===== config.mk =====
export PLATFORM = sky130hd
export DESIGN_NAME = neo_dtack_gen
export DESIGN_NICKNAME = d
export VERILOG_FILES = /design/src/rtl/neo_dtack_pkg.sv /design/src/rtl/neo_dtack_wd.sv /design/src/rtl/neo_dtack_gen.sv
export SDC_FILE = /design/constraint.sdc
export NUM_CORES = 1
export LEC_CHECK = 0
export CAP_MARGIN = 20
export CORE_MARGIN = 1.5
export CORE_UTILIZATION = 47
export CTS_CLUSTER_DIAMETER = 80
export DETAILED_ROUTE_END_ITERATION = 7
export DONT_BUFFER_PORTS = 1
export PLACE_DENSITY = 0.61
export SLEW_MARGIN = 15
export SYNTH_ARGS = -nofsm -noshare
export SYNTH_HDL_FRONTEND = slang
export SYNTH_SLANG_ARGS = --single-unit
export TNS_END_PERCENT = 1

===== constraint.sdc =====
create_clock -name CLK_68KCLK -period 3.3 [get_ports CLK_68KCLK]
set_clock_uncertainty 0.15 [all_clocks]
set_input_delay 0.495 -clock CLK_68KCLK [delete_from_list [all_inputs] [get_ports CLK_68KCLK]]
set_output_delay 0.495 -clock CLK_68KCLK [all_outputs]
set_load 0.1 [all_outputs]

===== src/rtl/neo_dtack_pkg.sv =====
// Shared types and helpers for the 68k DTACK/BERR generator.
// Zone priority is lowest index first; select vectors wider than MAXZ are not supported.
package neo_dtack_pkg;

    localparam int DEF_NZONES  = 8;
    localparam int DEF_WAITW   = 3;
    localparam int DEF_TIMEOUT = 64;
    localparam int DEF_WDW     = 8;
    localparam int MAXZ        = 32;

    typedef enum logic [2:0] {
        ST_IDLE,
        ST_COUNT,
        ST_HOLD,
        ST_ACK,
        ST_BERR
    } state_t;

    typedef struct packed {
        logic [4:0] idx;
        logic       hit;
        logic       multi;
    } prio_t;

    // Descending scan: the final match is the lowest index, any earlier match flags a collision.
    function automatic prio_t zone_prio(input logic [MAXZ-1:0] nzone);
        prio_t r;
        r = '0;
        for (int i = MAXZ - 1; i >= 0; i--) begin
            if (!nzone[i]) begin
                if (r.hit) r.multi = 1'b1;
                r.hit = 1'b1;
                r.idx = 5'(i);
            end
        end
        return r;
    endfunction

endpackage


===== src/rtl/neo_dtack_wd.sv =====
// Bus-cycle watchdog: counts enabled edges, expire_o is combinational on the edge the count reaches TIMEOUT.
// No backpressure; clr_i has priority over en_i and TIMEOUT=0 never expires.
module neo_dtack_wd #(
    parameter int TIMEOUT = 64,
    parameter int WDW     = 8
) (
    input  logic clk_i,
    input  logic rst_i,
    input  logic clr_i,
    input  logic en_i,
    output logic expire_o
);

    localparam logic [WDW-1:0] LAST = WDW'(TIMEOUT - 1);

    logic [WDW-1:0] cnt_q, cnt_d;

    always_comb begin
        cnt_d = cnt_q;
        if (clr_i)     cnt_d = '0;
        else if (en_i) cnt_d = cnt_q + 1'b1;
    end

    always_ff @(posedge clk_i) begin
        if (rst_i) cnt_q <= '0;
        else       cnt_q <= cnt_d;
    end

    assign expire_o = (TIMEOUT != 0) && en_i && !clr_i && (cnt_q == LAST);

endmodule


===== src/rtl/neo_dtack_gen.sv =====
// 68k DTACK/BERR generator: N prioritised zones, per-zone wait count, external wait/ack, watchdog.
// nDTACK falls after edge E0+W with no external wait; stalls on nEXTWAIT low or PDTACK low (ext zones).
module neo_dtack_gen
    import neo_dtack_pkg::*;
#(
    parameter int NZONES  = DEF_NZONES,
    parameter int WAITW   = DEF_WAITW,
    parameter int TIMEOUT = DEF_TIMEOUT,
    parameter int WDW     = DEF_WDW
) (
    input  logic                    CLK_68KCLK,
    input  logic                    RESET,
    input  logic                    nAS,
    input  logic [NZONES-1:0]       nZONE,
    input  logic [NZONES*WAITW-1:0] ZONE_WAIT,
    input  logic [NZONES-1:0]       ZONE_EXT,
    input  logic [NZONES-1:0]       nEXTWAIT,
    input  logic                    PDTACK,
    output logic                    nDTACK,
    output logic                    nBERR,
    output logic                    ZONE_ERR,
    output logic                    BUSY
);

    localparam int ZW = (NZONES > 1) ? $clog2(NZONES) : 1;

    state_t           state_q, state_d;
    logic [WAITW-1:0] cnt_q, cnt_d;
    logic [ZW-1:0]    zone_q, zone_d;
    logic             unmapped_q, unmapped_d;
    logic             armed_q;
    logic             zone_err_d;
    logic             ndtack_q, nberr_q, zone_err_q, busy_q;

    logic [MAXZ-1:0]  nzone_pad;
    prio_t            prio;
    logic [ZW-1:0]    prio_zone;
    logic [WAITW-1:0] wait_e0;
    logic             e0, ready_e0, ready_cur;
    logic             wd_en, wd_clr, wd_exp;

    always_comb begin
        nzone_pad             = '1;
        nzone_pad[NZONES-1:0] = nZONE;
    end

    assign prio      = zone_prio(nzone_pad);
    assign prio_zone = ZW'(prio.idx);
    assign wait_e0   = ZONE_WAIT[prio_zone*WAITW +: WAITW];

    assign e0        = (state_q == ST_IDLE) && armed_q && !nAS;
    assign ready_e0  = nEXTWAIT[prio_zone] && (!ZONE_EXT[prio_zone] || PDTACK);
    assign ready_cur = !unmapped_q && nEXTWAIT[zone_q] && (!ZONE_EXT[zone_q] || PDTACK);

    // Counting stops on the abort edge too, so a cycle straight after an abort starts from zero.
    assign wd_en  = e0 || (((state_q == ST_COUNT) || (state_q == ST_HOLD)) && !nAS);
    assign wd_clr = !wd_en;

    neo_dtack_wd #(
        .TIMEOUT (TIMEOUT),
        .WDW     (WDW)
    ) u_wd (
        .clk_i    (CLK_68KCLK),
        .rst_i    (RESET),
        .clr_i    (wd_clr),
        .en_i     (wd_en),
        .expire_o (wd_exp)
    );

    always_comb begin
        state_d    = state_q;
        cnt_d      = cnt_q;
        zone_d     = zone_q;
        unmapped_d = unmapped_q;
        zone_err_d = 1'b0;
        case (state_q)
            ST_IDLE: begin
                if (e0) begin
                    zone_d     = prio_zone;
                    unmapped_d = !prio.hit;
                    zone_err_d = prio.multi;
                    cnt_d      = prio.hit ? wait_e0 : '0;
                    if (!prio.hit)            state_d = wd_exp ? ST_BERR : ST_HOLD;
                    else if (wait_e0 != '0)   state_d = wd_exp ? ST_BERR : ST_COUNT;
                    else if (ready_e0)        state_d = ST_ACK;
                    else                      state_d = wd_exp ? ST_BERR : ST_HOLD;
                end
            end
            ST_COUNT: begin
                if (nAS) begin
                    state_d = ST_IDLE;
                end else begin
                    cnt_d = cnt_q - 1'b1;
                    if (cnt_q == WAITW'(1)) state_d = ready_cur ? ST_ACK : (wd_exp ? ST_BERR : ST_HOLD);
                    else if (wd_exp)        state_d = ST_BERR;
                end
            end
            ST_HOLD: begin
                if (nAS)            state_d = ST_IDLE;
                else if (ready_cur) state_d = ST_ACK;
                else if (wd_exp)    state_d = ST_BERR;
            end
            ST_ACK, ST_BERR: begin
                if (nAS) state_d = ST_IDLE;
            end
            default: state_d = ST_IDLE;
        endcase
    end

    always_ff @(posedge CLK_68KCLK) begin
        if (RESET) begin
            state_q    <= ST_IDLE;
            cnt_q      <= '0;
            zone_q     <= '0;
            unmapped_q <= 1'b0;
            armed_q    <= 1'b0;
            ndtack_q   <= 1'b1;
            nberr_q    <= 1'b1;
            zone_err_q <= 1'b0;
            busy_q     <= 1'b0;
        end else begin
            state_q    <= state_d;
            cnt_q      <= cnt_d;
            zone_q     <= zone_d;
            unmapped_q <= unmapped_d;
            armed_q    <= armed_q | nAS;
            ndtack_q   <= (state_d != ST_ACK);
            nberr_q    <= (state_d != ST_BERR);
            zone_err_q <= zone_err_d;
            busy_q     <= (state_d != ST_IDLE);
        end
    end

    assign nDTACK   = ndtack_q;
    assign nBERR    = nberr_q;
    assign ZONE_ERR = zone_err_q;
    assign BUSY     = busy_q;

endmodule


==> results_dict.tcl, run 1 <==
set metrics [dict create \
    leakagePower_nw 0.659 \
    worstPathMaxFanout 5 \
    period_share 0.738 \
    cp.arrival_ns 2.45 \
    synth_ff_type "dfxtp_1" \
    synth_top_area_share 0.236 \
    h-tree-depth 1 \
    yosysTopAreaCell "dfxtp_1" \
    syn_area_um2 1950 \
    initial_core_util 0.488 \
    coreArea_um2 4000 \
    whs_ns 0.137 \
    pwr-share-comb 0.220 \
    finalHoldViolations 0 \
    synth.net_count 305 \
    async_flop_share 0 \
    clk_latency_ns 0.26 \
    diodes 0 \
    grt_setup_unrepaired "false" \
    synth_most_common_cell "nor2_1" \
    ir_worst_vdd_uv 117 \
    grt_usage 0.220 \
    numPortBuffers 0 \
    dp_hpwl_um 3860 \
    postRouteAntennaNets 0 \
    finalSetupViolations 0 \
    swShare 0.294 \
    postCtsSetupBuffers 0 \
    cts.sinks 23 \
    die_h_um 67.5 \
    drv_cap 0 \
    p_int_mw 0.433 \
    p_per_area_nw_per_um2 312 \
    seq_area_frac_synth 0.236 \
    ys_top_cells_by_count "nor2_1 (37), a21oi_1 (24), dfxtp_1 (23)" \
    seqPwrFrac 0.500 \
    wl_per_cell_um 16.7 \
    p_total_mw 0.613 \
    yosys-top-cells-area "dfxtp_1 (24%), nor2_1 (7.1%), a21oi_1 (6.1%), mux4_2 (4.6%), nand3_1 (4.1%)" \
    worstPathRequired_ns 3.31 \
    synth_edf_count 0 \
    cts_root_buffer "clkbuf_8" \
    path_class "flop to flop" \
    die_area_um2 4550 \
    worst_pin_slew_ns 0.926 \
    tns_ns 0 \
    via_count 1748 \
    utilization 0.490 \
    maxSlewViolCount 0 \
    drt-initial-drc-count 92 \
    grt_overflow 0 \
    min_path_type "input pin to flop" \
    max_slew_margin 0.382 \
    route.detailed.drc 0 \
    yosysUniqueCellTypes 63 \
    switching_power_mw 0.180 \
    pwr-share-clk 0.280 \
    timing.fmax_mhz 410 \
    clk_path_buf_depth 2 \
    vias_per_cell 6.03 \
    fin_crit_ns 2.44 \
    grt_pass1_vias 1533 \
    grt_max_degree 15 \
    avgSynthCellArea_um2 7.81 \
    netlist_instances 250 \
    clkTransAtPathRegs_ns 0.08 \
    critPathCaptureType "flop" \
    status "complete, no violations" \
    num_rows 23 \
    gp_congestion 0.831 \
    drive_above_1_share 0.146 \
    tritoncts "built" \
    ios 56 \
    ctsResizeCount 0 \
    dieWidth_um 67.5 \
    worstSetupStartpointType "flop" \
    synth_seq_cells 23 \
    cts-hold-fix-buffers 0 \
    area_growth_syn_to_layout_pct 0.448 \
    nNetsFinal 296 \
    drtPass1Iterations 4 \
    synth-warning-count 0 \
    finalWirelength_um 4830 \
    antenna_found_initial 0 \
    numCtsBuffers 3 \
    grt_pass1_wl_um 7560 \
]
[layout make-up]
class	instances	area [um2]
Clock buffer	4	45.0
Multi-Input combinational cell	204	1360
Tap cell	50	62.6
Fill cell	419	2040
Sequential cell	23	460
Inverter	9	33.8
[cells in the final DEF (no fill, tap or decap), drive strengths merged, types with 4 or more instances in the layout]
cell type / netlist / routed
nor3: 6 / 6
dfxtp: 23 / 23
nand4: 5 / 5
a221o: 4 / 4
a21oi: 25 / 25
nand3: 19 / 19
and2: 4 / 4
clkbuf: 6 / 4
mux4: 4 / 4
nand2: 19 / 19
inv: 9 / 9
and3: 4 / 4
a31oi: 4 / 4
o21ai: 18 / 18
nor2: 39 / 39
[per-stage QoR]
stage / cells / setup WS, ns / instance area [um2]
detailed placement: 286 / 0.636 / 1920
global placement: 286 / 0.661 / 1920
global route: 290 / 0.615 / 1960
CTS: 290 / 0.830 / 1960
finish: 290 / 0.864 / 1960
floorplan: 250 / 0.738 / 1950
[worst paths after layout]
path | from | endpoint | slack [ns] | cells after the start
max | zone_q[0] | nBERR | 0.86 | 9
min | RESET | cnt_q[0] | 0.14 | 1
max reg2reg | zone_q[0] | nBERR | 0.86 | 9
min reg2reg | u_wd.cnt_q[0] | u_wd.cnt_q[0] | 0.32 | 1
[power groups by stage]
stage	Clock (mW)	Combinational (mW)	Sequential, mW
after floorplan	0	0.132	0.309
after global placement	0	0.132	0.313
after detailed placement	0	0.133	0.313
after CTS	0.179	0.134	0.306
after global routing	0.181	0.149	0.308
final	0.172	0.135	0.306
[cell families (layout without fill, tap and decap cells)]
logic type / after synthesis / count (layout) / share of synthesized area
xor+xnor: 6 / 6 / 0.0269
mux: 8 / 8 / 0.0692
simple gates: 111 / 111 / 0.303
buf+inv: 23 / 13 / 0.0679
compound gates: 74 / 74 / 0.268
flops: 23 / 23 / 0.236
fa+ha+maj: 5 / 5 / 0.0295
[flip-flops by register name (all words and copies together), names as in the netlist, 3 cells and up]
register / flops
state_q: 3
cnt_q: 3
zone_q: 3
u_wd.cnt_q: 8
[critical path, stage by stage, from the launching register on]
cell and delay [ns]:
dfxtp_1 0.49, mux4_2 0.55, nand3b_1 0.10, a21oi_1 0.04, a31oi_1 0.35, a31oi_1 0.14
o21ai_0 0.10, nand2_1 0.08, o31a_1 0.13, or2_1 0.21
[layer usage]
metal,part of all wire,GRT usage,routed length (um),up-vias
li1,-,-,-,898
met1,0.50,0.324,2430,785
met2,0.42,0.313,2010,60
met3,0.070,0.0533,340,5
met4,0.0095,0.0638,46,0
met5,0,0,0,-
No activity file was read; power rests on OpenSTA's default activity.
==> inputs of run 2 (changes only) <==
--- a/config.mk
+++ b/config.mk
@@ -5,13 +5,14 @@
 export SDC_FILE = /design/constraint.sdc
 export NUM_CORES = 1
 export LEC_CHECK = 0
+export ABC_AREA = 1
 export CAP_MARGIN = 20
 export CORE_MARGIN = 1.5
 export CORE_UTILIZATION = 47
 export CTS_CLUSTER_DIAMETER = 80
 export DETAILED_ROUTE_END_ITERATION = 7
 export DONT_BUFFER_PORTS = 1
-export PLACE_DENSITY = 0.61
+export PLACE_DENSITY = 0.63
 export SLEW_MARGIN = 15
 export SYNTH_ARGS = -nofsm -noshare
 export SYNTH_HDL_FRONTEND = slang
==> constraint.sdc (replaced) <==
create_clock -name CLK_68KCLK -period 2.24 [get_ports CLK_68KCLK]
set_clock_uncertainty 0.15 [all_clocks]
set_input_delay 0.336 -clock CLK_68KCLK [delete_from_list [all_inputs] [get_ports CLK_68KCLK]]
set_output_delay 0.336 -clock CLK_68KCLK [all_outputs]
set_load 0.1 [all_outputs]
==> run 2 against run 1 <==
Compared with the run above:
- flip-flop and latch count unchanged
- design area up 8.1%
- clock power up 49%
- synthesized cell count up 28%
- worst setup slack worse by 0.63 ns
- sequential share of layout area down 1.5 points
- die area down 2.6%
- cell count up 31%
- routed wire length down 7.6%
- power up 58%
- synthesized area down 2.8%
- critical endpoint is now BUSY
- highest routed layer unchanged
==> results_dict.tcl, run 2 <==
set metrics [dict create \
    synth.net_count 374 \
    drive_above_1_share 0.145 \
    worst_slack_ns 0.235 \
    die_area_um2 4430 \
    die_h_um 66.6 \
    worst_pin_slew_ns 0.341 \
    cts_root_buffer "clkbuf_8" \
    p_total_mw 0.969 \
    dieWidth_um 66.6 \
    clkTransAtPathRegs_ns 0.08 \
    grt_usage 0.208 \
    timing.fmax_mhz 499 \
    synth_most_common_cell "nand2_1" \
    dpl-instance-area_um2 2000 \
    ios 56 \
    numCtsBuffers 3 \
    path_class "flop to flop" \
    clk_latency_ns 0.27 \
    grt_max_degree 23 \
    synth_top_area_share 0.242 \
    mostFrequentLayoutCells "nand2_1 (64), inv_1 (59), nand3_1 (50)" \
    fin_crit_ns 2.00 \
    drv_cap 0 \
    layout_commonest_cell "nand2_1" \
    min_path_type "input pin to flop" \
    via_count 1985 \
    synth_fa_ha_area_frac 0.0198 \
    netlist_instances 319 \
    diodes 0 \
    largest_reg_flops 8 \
    leakagePower_nw 1.03 \
    ir_worst_vdd_uv 382 \
    synthSimpleGateAreaFrac 0.424 \
    grt_pass1_wl_um 7290 \
    synth_edf_count 0 \
    nNetsFinal 387 \
    synth_compound_area_frac 0.147 \
    critPathCaptureType "flop" \
    fin_area_um2 2120 \
    seq_area_frac_synth 0.242 \
    num_rows 22 \
    yosys-top-cells-area "dfxtp_1 (24%), nand3_1 (13%), nand2_1 (13%), inv_1 (12%), o21ai_0 (5.5%)" \
    worstSetupStartpointType "flop" \
    reg2reg_depth 14 \
    drt-initial-drc-count 122 \
    ys_top_cells_by_count "nand2_1 (64), inv_1 (60), nand3_1 (51)" \
    gp_congestion 0.825 \
    finalSetupViolations 0 \
    h-tree-depth 1 \
    min_from "nAS" \
    synth_ff_type "dfxtp_1" \
    r2r_setup_slack_ns 0.24 \
    worstPathRequired_ns 2.24 \
    synth_top_family_by_area "simple AND/OR/NAND/NOR gates" \
    area_growth_syn_to_layout_pct 11.7 \
    tritoncts "built" \
    utilization 0.562 \
    postRouteAntennaNets 0 \
    synthMuxAreaShare 0 \
    finalWirelength_um 4460 \
    tns_ns 0 \
    coreArea_um2 3770 \
    r2r-end "BUSY" \
    worstHoldEndpoint "armed_q" \
    synth_seq_cells 23 \
    max_slew_margin 0.773 \
    cp.arrival_ns 2.01 \
    dp_hpwl_um 3360 \
    min_path_cells 2 \
    vias_per_cell 5.24 \
    async_flop_share 0 \
    cts.sinks 23 \
    synth_xor_xnor_area_share 0.00922 \
    antenna_found_initial 0 \
    drtPass1Iterations 4 \
    synth-warning-count 0 \
    clk_path_buf_depth 2 \
    maxSlewViolCount 0 \
    yosysTopAreaCell "dfxtp_1" \
    finalHoldViolations 0 \
    wl_per_cell_um 11.8 \
    reg2reg_from "u_wd.cnt_q[1]" \
    top_register "u_wd.cnt_q" \
    syn_area_um2 1900 \
    initial_core_util 0.504 \
    p_per_area_nw_per_um2 457 \
    place_ws_ns 0.0360 \
    yosysUniqueCellTypes 32 \
    avgSynthCellArea_um2 5.95 \
    grt_overflow 0 \
    grt_pass1_vias 1763 \
    period_share 0.895 \
    route.detailed.drc 0 \
    numPortBuffers 0 \
    worstPathMaxFanout 3 \
    status "complete, no violations" \
]
==> run 2: cell count changes in the layout (fill, tap and decap cells not counted), sizes merged, moves of 15 or more <==
| cell | previous run | this run |
|---|---|---|
| inv | 9 | 62 |
| nand3 | 19 | 53 |
| buf | 0 | 15 |
| nand2 | 19 | 78 |
| nor2 | 39 | 22 |
==> run 2: repair_timing <==
action	4_1_cts	5_1_grt
buffers inserted	0	3
endpoints found under the setup margin	0	6
hold endpoints to repair	4	0
gates resized for setup	0	12
hold buffers	1	0
==> run 2: area by class of cell <==
type	instances	area (um2)
fillers	394	1650
clock buffers	3	41.3
repair buffers	16	135
multi-input cells	225	1180
well taps	48	60.1
inverters	63	236
clock inverters	1	5.00
flip-flops and latches	23	465
==> run 2: how the worst max path moves through the flow <==
| stage | slack, ns | from | endpoint |
|---|---|---|---|
| detailed placement | 0.04 | u_wd.cnt_q[0] | BUSY |
| global route | -0.003 | u_wd.cnt_q[1] | BUSY |
| floorplan | 0.27 | u_wd.cnt_q[0] | BUSY |
| finish | 0.24 | u_wd.cnt_q[1] | BUSY |
| global placement | 0.06 | zone_q[0] | BUSY |
| CTS | 0.008 | u_wd.cnt_q[0] | BUSY |
==> run 2: critical path, stage by stage (launching register included) <==
cell	delay (ns)
dfxtp_1	0.34
ha_1	0.16
nand2_1	0.06
nor2_1	0.08
inv_1	0.08
nor2_4	0.13
nand3_4	0.12
nor3_2	0.15
nand2_1	0.09
nand2_1	0.07
o21ai_1	0.06
a21oi_1	0.14
nand2_1	0.09
nand2_1	0.09
nand3_1	0.08
==> run 2: cells by family after synthesis <==
family / after synthesis
buf+inv: 71
compound gates: 52
fa+ha+maj: 3
flops: 23
simple gates: 168
xor+xnor: 2
==> run 2: report_power, final <==
group	internal, mW	leakage (nW)	switching (mW)
clock	0.124	0.0255	0.131
combinational	0.102	0.814	0.175
sequential	0.425	0.188	0.0111
total	0.651	1.03	0.318
==> run 2: through the flow <==
| step | std cells | hold slack (ns) |
|---|---|---|
| after CTS | 376 | 0.0702 |
| final | 379 | 0.0808 |
| after floorplan | 319 | 0.255 |
| after global routing | 379 | 0.0854 |
| after global placement | 371 | 0.257 |
| after detailed placement | 371 | 0.259 |
==> run 2: metal layers <==
| metal | up-vias | global-route usage | share of wire |
|---|---|---|---|
| met5 | - | 0 | 0 |
| met1 | 875 | 0.269 | 0.46 |
| met4 | 0 | 0.0306 | 0.0049 |
| li1 | 1045 | - | - |
| met3 | 4 | 0.0389 | 0.066 |
| met2 | 61 | 0.365 | 0.47 |
